<file path="src/rtl/fofb_error_integrator.sv">
// FOFB error integrator: 3-stage saturating accumulator with
// programmable arithmetic right shift and clamped correction output.
module fofb_error_integrator #(
  parameter int EWIDTH   = 16,
  parameter int ACCWIDTH = 32,
  parameter int OWIDTH   = 16,
  parameter int CNTWIDTH = 16
) (
  input  logic                sysClk,
  input  logic                sysReset_n,
  input  logic                clear,
  input  logic                enable,
  input  logic                errValid,
  input  logic [EWIDTH-1:0]   err,
  input  logic [4:0]          shift,
  output logic                outValid,
  output logic [OWIDTH-1:0]   out,
  output logic                accSat,
  output logic                outSat,
  output logic [CNTWIDTH-1:0] sampleCount
);

  localparam logic [ACCWIDTH-1:0] ACC_MAX =
    {1'b0, {(ACCWIDTH-1){1'b1}}};
  localparam logic [ACCWIDTH-1:0] ACC_MIN =
    {1'b1, {(ACCWIDTH-1){1'b0}}};
  localparam logic [OWIDTH-1:0] O_MAX =
    {1'b0, {(OWIDTH-1){1'b1}}};
  localparam logic [OWIDTH-1:0] O_MIN =
    {1'b1, {(OWIDTH-1){1'b0}}};

  logic                       r_s1_v;
  logic [EWIDTH-1:0]          r_s1_err;
  logic                       r_s2_v;
  logic signed [ACCWIDTH-1:0] r_acc;
  logic                       r_out_v;
  logic [OWIDTH-1:0]          r_out;
  logic                       r_acc_sat;
  logic                       r_out_sat;
  logic [CNTWIDTH-1:0]        r_cnt;

  logic                       w_accept;
  logic [ACCWIDTH:0]          w_sum;
  logic                       w_acc_ovf;
  logic [ACCWIDTH-1:0]        w_acc_next;
  logic signed [ACCWIDTH-1:0] w_shifted;
  logic [ACCWIDTH-OWIDTH:0]   w_hi;
  logic                       w_fits;
  logic [OWIDTH-1:0]          w_out_next;

  assign w_accept = errValid & enable & ~clear;

  assign w_sum =
    {r_acc[ACCWIDTH-1], r_acc} +
    {{(ACCWIDTH+1-EWIDTH){r_s1_err[EWIDTH-1]}}, r_s1_err};

  // Top two bits disagree exactly when the sum left the ACCWIDTH range.
  assign w_acc_ovf = w_sum[ACCWIDTH] ^ w_sum[ACCWIDTH-1];

  always_comb begin
    w_acc_next = w_sum[ACCWIDTH-1:0];
    if (w_acc_ovf) begin
      w_acc_next = w_sum[ACCWIDTH] ? ACC_MIN : ACC_MAX;
    end
  end

  assign w_shifted = r_acc >>> shift;
  assign w_hi      = w_shifted[ACCWIDTH-1:OWIDTH-1];
  assign w_fits    = (&w_hi) | ~(|w_hi);

  always_comb begin
    w_out_next = w_shifted[OWIDTH-1:0];
    if (!w_fits) begin
      w_out_next = w_shifted[ACCWIDTH-1] ? O_MIN : O_MAX;
    end
  end

  always_ff @(posedge sysClk or negedge sysReset_n) begin
    if (!sysReset_n) begin
      r_s1_v    <= 1'b0;
      r_s1_err  <= '0;
      r_s2_v    <= 1'b0;
      r_acc     <= '0;
      r_out_v   <= 1'b0;
      r_out     <= '0;
      r_acc_sat <= 1'b0;
      r_out_sat <= 1'b0;
      r_cnt     <= '0;
    end else if (clear) begin
      r_s1_v    <= 1'b0;
      r_s1_err  <= '0;
      r_s2_v    <= 1'b0;
      r_acc     <= '0;
      r_out_v   <= 1'b0;
      r_out     <= '0;
      r_acc_sat <= 1'b0;
      r_out_sat <= 1'b0;
      r_cnt     <= '0;
    end else begin
      r_s1_v  <= w_accept;
      r_s2_v  <= r_s1_v;
      r_out_v <= r_s2_v;
      if (w_accept) begin
        r_s1_err <= err;
      end
      if (r_s1_v) begin
        r_acc <= w_acc_next;
        r_cnt <= r_cnt + CNTWIDTH'(1);
        if (w_acc_ovf) begin
          r_acc_sat <= 1'b1;
        end
      end
      if (r_s2_v) begin
        r_out <= w_out_next;
        if (!w_fits) begin
          r_out_sat <= 1'b1;
        end
      end
    end
  end

  assign outValid    = r_out_v;
  assign out         = r_out;
  assign accSat      = r_acc_sat;
  assign outSat      = r_out_sat;
  assign sampleCount = r_cnt;

endmodule

</file>
<file path="config.mk">
export PLATFORM = sky130hd
export DESIGN_NAME = fofb_error_integrator
export DESIGN_NICKNAME = d
export VERILOG_FILES = /design/src/rtl/fofb_error_integrator.sv
export SDC_FILE = /design/constraint.sdc
export NUM_CORES = 1
export LEC_CHECK = 0
export CORE_MARGIN = 2
export CORE_UTILIZATION = 55
export CTS_BUF_LIST = sky130_fd_sc_hd__clkbuf_8
export CTS_CLUSTER_DIAMETER = 30
export DETAILED_ROUTE_END_ITERATION = 12
export PLACE_DENSITY = 0.79
export SLEW_MARGIN = 5
export SYNTH_ARGS = -nofsm -noshare
export SYNTH_HDL_FRONTEND = slang
export SYNTH_SLANG_ARGS = --single-unit
</file>
<file path="constraint.sdc">
create_clock -name sysClk -period 3.13 [get_ports sysClk]
set_input_delay 0.313 -clock sysClk [delete_from_list [all_inputs] [get_ports sysClk]]
set_output_delay 0.313 -clock sysClk [all_outputs]
set_load 0.005 [all_outputs]
</file>
# --- Word level (Yosys, flattened, before mapping) ---
# Cells that the tools add are included.
word_totals:
  ff_bits: 85
  latchBits: 0
  mem_bits_rw: 0
  romBits: 0
  inputBits: 26
  output_inout_bits: 35
  wordCells: 48
  mem_count: 0
classes:
  add_sub_neg: 2
  mul: 0
  div_mod_pow: 0
  magnitude_cmp: 0
  eq_ne: 1
  shift: 1
  muxes: 21
  bitwise: 6
  reduce_logical: 8
op_table:
  columns: ["op", "n"]
  rows:
  - ["2-to-1 mux 16 bit", 8]
  - ["2-to-1 mux 32 bit", 4]
  - ["adder 32 x 16 -> 33 bit", 1]
  - [">>> shifter 32 x 5 -> 32 bit", 1]
  - ["AND reduction 17 bit", 1]
  - ["OR reduction 17 bit", 1]
  - ["adder 16 x 1 -> 16 bit, second input constant", 1]
  - ["2-to-1 mux 1 bit", 9]
  - ["nonzero test 2 bit", 4]
  - ["AND reduction 2 bit", 2]
  - ["bitwise AND 1 bit", 2]
  - ["!= test 2 bit, second input constant", 1]
  - ["inverter 1 bit", 2]
  - ["bitwise OR 1 bit", 1]
  - ["bitwise XOR 1 bit", 1]

# --- Logic depth before layout (Yosys ltp) ---
logic_depth:
  word_depth: 7
  mapped_depth: 11
  ltp_nobuf: 9

# --- Least setup slack after synthesis ---
# Ideal clock, no wire load.
synth_path:
  path_kind: "flip-flop to flip-flop"
  from: "reg r_s1_err[15]"
  to: "reg r_acc[2]"
  arrival_ns: 3.003
  slack_ns: 0.061
  path_stages_with_launch: 10
  path_cell_list: "dfrtp_1 ha_1 and2_1 a221o_1 a221oi_2 o22ai_1 or3_1 o211ai_1 clkbuf_1 a221o_1"
synth_between:
  elab_chain_cells: 5
  elab_cells_between_ends: 6
  cone_classes: "add/sub (1); mux (4); bitwise (1)"
synth_lines:
  columns: ["element", "line", "text"]
  rows:
  - ["from (decl)", "33", "logic [EWIDTH-1:0] r_s1_err;"]
  - ["from (signal assigned)", "104", "r_s1_err <= err;"]
  - ["adder 32 x 16 -> 33 bit *", "54", "{r_acc[ACCWIDTH-1], r_acc} +"]
  - ["2-to-1 mux 32 bit / bitwise XOR 1 bit (equally long branches)", "63, 58", null]
  - ["2-to-1 mux 32 bit *", "62", "if (w_acc_ovf) begin"]
  - ["2-to-1 mux 32 bit *", "106", "if (r_s1_v) begin"]
  - ["2-to-1 mux 32 bit *", "89", "end else if (clear) begin"]
  - ["to (signal assigned)", "107", "r_acc <= w_acc_next;"]
  - ["to (decl)", "35", "logic signed [ACCWIDTH-1:0] r_acc;"]
# Every way passes the cells marked *; elsewhere a longest branch is shown, timed or not. The select of a mux whose other input is x is not followed.
# A chain may end at the register's enable or synchronous reset.

# --- Worst setup path in the final report ---
layout_path:
  from: "reg r_acc[0]"
  to: "reg r_acc[30]"
layout_between:
  elab_chain_cells: 5
  elab_cells_between_ends: 6
  cone_classes: "add/sub (1); mux (4); bitwise (1)"
layout_lines:
  columns: ["element", "line"]
  rows:
  - ["adder 32 x 16 -> 33 bit *", "54"]
  - ["2-to-1 mux 32 bit / bitwise XOR 1 bit (equally long branches)", "63, 58"]
  - ["2-to-1 mux 32 bit *", "62"]
  - ["2-to-1 mux 32 bit *", "106"]
  - ["2-to-1 mux 32 bit *", "89"]
# Marks and branches as above.

==> results.py <==
metrics = {
    "outcome": {
        "outcome": "finished, final reports clean",
    },
    "setup_path": {
        "crit_end": "r_acc[30]",
        "r2r-end": "r_acc[30]",
        "path_delay_family": "compound AO/OA/AOI/OAI gates",
        "crit_required_ns": 3.39,
        "cp_slowest_cell": "fa_1",
        "cp_num_buf_inv": 1,
        "r2r_cells": 10,
        "reg2reg_slack_ns": 0.09,
        "critical_path_class": "reg2reg",
        "worstSetupStartpoint": "r_acc[0]",
        "cp-end-kind": "flip-flop",
        "start_kind": "flip-flop",
        "cp.depth": 10,
        "regToRegStartpoint": "r_acc[0]",
        "cp_slowest_stage_delay_ns": 0.44,
        "critPathArrivalTime_ns": 3.30,
        "cp_max_fo": 5,
        "crit_chain": "ha_1, fa_1, a211oi_2, o211a_1, o211ai_1, a22o_1, buf_4, nand2b_1, o311a_1, a221o_1",
    },
    "synth": {
        "synthTopCellsByArea": "dfrtp_1, mux4_2, ha_1",
        "synth_warnings": 0,
        "syn_inst": 806,
        "synthesis.area_mm2": 0.00725,
        "syn_area_per_cell_um2": 8.99,
        "synth_common_cells": "nand2_1, dfrtp_1, nor2_1",
        "synth_seq_area_share_pct": 29.4,
        "synth-edff-count": 0,
        "synthFlopType": "dfrtp_1",
        "yosysUniqueCellTypes": 67,
        "synth_nets": 866,
        "synth.most_common_cell": "nand2_1",
        "yosysTopAreaCell": "dfrtp_1",
        "ys_ff_latch": 85,
        "ys_async_sr_fraction_pct": 100,
        "synth_top_area_share_pct": 29.4,
    },
    "timing": {
        "rsz0062_at_grt": "false",
        "hold_violations": 0,
        "max_freq_mhz": 329,
        "worst_clock_skew_ns": 0.0169,
        "slew_violations": 0,
        "setup_violations": 0,
        "post-route-min-period_ns": 3.04,
        "tightest_slew_ns": 1.17,
        "min_period_over_period_pct": 97.2,
        "slew_headroom_pct": 21.7,
        "finalSetupTns_ns": 0,
        "worst_slack_ns": 0.0881,
        "hold_slack_ns": 0.0228,
    },
    "clock_tree": {
        "cts_tree": "done",
        "h-tree-depth": 3,
        "cts_num_sinks": 85,
        "clk_latency_ns": 0.39,
        "cts.clk_slew.worst_paths_ns": 0.10,
        "ctsHoldBuffers": 0,
        "cts-root-buf": "clkbuf_8",
        "ctsLongestPathBuffers": 2,
        "cts_buffers": 9,
    },
    "floorplanning": {
        "die_y_um": 119,
        "start_util_pct": 57.0,
        "core-area_mm2": 0.0127,
        "rows": 41,
        "dieWidth_um": 119,
        "dieArea_mm2": 0.0141,
        "io_pins": 61,
    },
    "worst_hold_path": {
        "min_path_type": "in2async",
    },
    "routing": {
        "antenna_left": 0,
        "wl_um": 19900,
        "drtIter0Drc": 485,
        "vias_per_cell": 6.57,
        "num_vias": 6847,
        "routedWlPerCell_um": 19.1,
        "drt_pass1_iterations": 5,
        "drc": 0,
    },
    "grt": {
        "overflow": 0,
        "grt_max_degree": 70,
        "antenna_found_initial": 0,
        "track_usage_pct": 28.4,
        "grt_pass1_wl_um": 32700,
        "grt_pass1_vias": 6504,
    },
    "power_and_ir_drop": {
        "p_leak_nw": 3.58,
        "ir_drop_mv": 0.207,
        "power_density_mw_per_mm2": 305,
    },
    "placed_design": {
        "place.gp.congestion": 1.03,
        "hpwl_um": 15300,
        "portBuffers": 60,
        "pre_cts_ws_ns": 0.0787,
        "dpl_cell_area_mm2": 0.00818,
    },
    "final_layout": {
        "drive_above_1_share_pct": 14.3,
        "n_antenna_cell": 0,
        "fillers": 1109,
        "nets": 925,
        "fin_util_pct": 66.0,
        "area_growth_pct": 15.8,
        "fin_area_mm2": 0.00839,
    },
    "job": {
        "max_cap_viol_count": 0,
    },
}
[worst min-delay path by stage]
stage                           end  cells past startpoint
floorplan                    accSat                      0
global placement    sampleCount[11]                      1
global route        sampleCount[11]                      1
finish               sampleCount[9]                      1
CTS                     r_s1_err[2]                      1
detailed placement  sampleCount[13]                      1
[worst register-to-register path: cells and delay by family, from the launching register on]
kind,cells,cell delay (ns)
compound gates,6,1.53
fa+ha+maj,2,0.67
buf+inv,1,0.16
flops,1,0.43
simple gates,1,0.13
[per-stage QoR]
step | std cells | power (W)
final | 1042 | 0.00256
after global routing | 1042 | 0.00269
after CTS | 1042 | 0.00257
after detailed placement | 1026 | 0.00180
after global placement | 1026 | 0.00178
after floorplan | 806 | 0.00159
[report_power, final]
group          total (W)  switching (W)  internal [W]
registers        0.00117      0.0000430       0.00113
logic           0.000612       0.000345      0.000268
clock network   0.000776       0.000452      0.000324
[placed cells by master (no fill, tap or decap), types with 6 or more instances in the layout]
| cell type | Yosys | final |
|---|---|---|
| a211oi_1 | 14 | 13 |
| a21o_1 | 11 | 11 |
| a21oi_1 | 59 | 56 |
| a221o_1 | 33 | 33 |
| a221oi_1 | 6 | 6 |
| a221oi_2 | 6 | 6 |
| a22o_1 | 19 | 19 |
| a311oi_1 | 6 | 6 |
| and2_1 | 12 | 12 |
| and3_1 | 8 | 8 |
| buf_4 | 0 | 44 |
| clkbuf_8 | 0 | 10 |
| clkdlybuf4s50_1 | 0 | 57 |
| dfrtp_1 | 85 | 84 |
| ha_1 | 33 | 32 |
| inv_1 | 18 | 18 |
| mux2_2 | 9 | 9 |
| mux2i_1 | 18 | 18 |
| mux4_2 | 29 | 29 |
| nand2_1 | 92 | 92 |
| nand2b_1 | 8 | 8 |
| nand3_1 | 20 | 20 |
| nand4_1 | 7 | 7 |
| nor2_1 | 64 | 63 |
| nor2b_1 | 7 | 7 |
| nor3_1 | 12 | 12 |
| o211ai_1 | 15 | 15 |
| o21a_1 | 6 | 6 |
| o21ai_0 | 30 | 30 |
| o21ai_1 | 16 | 16 |
| or3_1 | 6 | 6 |
| xnor2_1 | 21 | 21 |
| xor2_1 | 16 | 16 |
[flip-flops by register name, summed over array words and instances (netlist names)]
register	cells
r_acc	32
out	16
r_s1_err	16
sampleCount	16
accSat	1
outSat	1
outValid	1
r_s1_v	1
r_s2_v	1
[repair_timing]
item | CTS | global route
gates resized for setup | 0 | 7
endpoints found under the setup margin | 0 | 31
setup buffers | 0 | 0
[metal layers]
layer  track usage [%]  up-vias  routed length, µm
met5                 0        -                  0
met4              9.90        0                520
met3              4.20       35               1220
met2              46.2      274               9410
met1              38.7     3335               8700
li1                  -     3203                  -
[final cells by class]
type | instances | area, µm² | area share (%)
clock inverter | 6 | 53.8 | 0.641
clock buffer | 10 | 138 | 1.64
multi-input combinational | 646 | 4840 | 57.6
tap | 172 | 215 | 2.56
sequential | 85 | 2130 | 25.4
timing repair buffer | 105 | 951 | 11.3
inverter | 18 | 67.6 | 0.805
[kinds of logic (layout without fill, tap and decap cells)]
kind of cell / Yosys count / after routing / synth area share, %
flip-flops: 85 / 85 / 29.4
XOR/XNOR: 37 / 37 / 4.47
AO/OA/AOI/OAI: 264 / 264 / 26.4
adder cells (fa/ha/maj): 34 / 34 / 5.97
AND/OR/NAND/NOR: 255 / 255 / 16.7
multiplexers: 56 / 56 / 12.9
buffers and inverters: 75 / 139 / 4.28
Power figures use the tool's default switching activity.
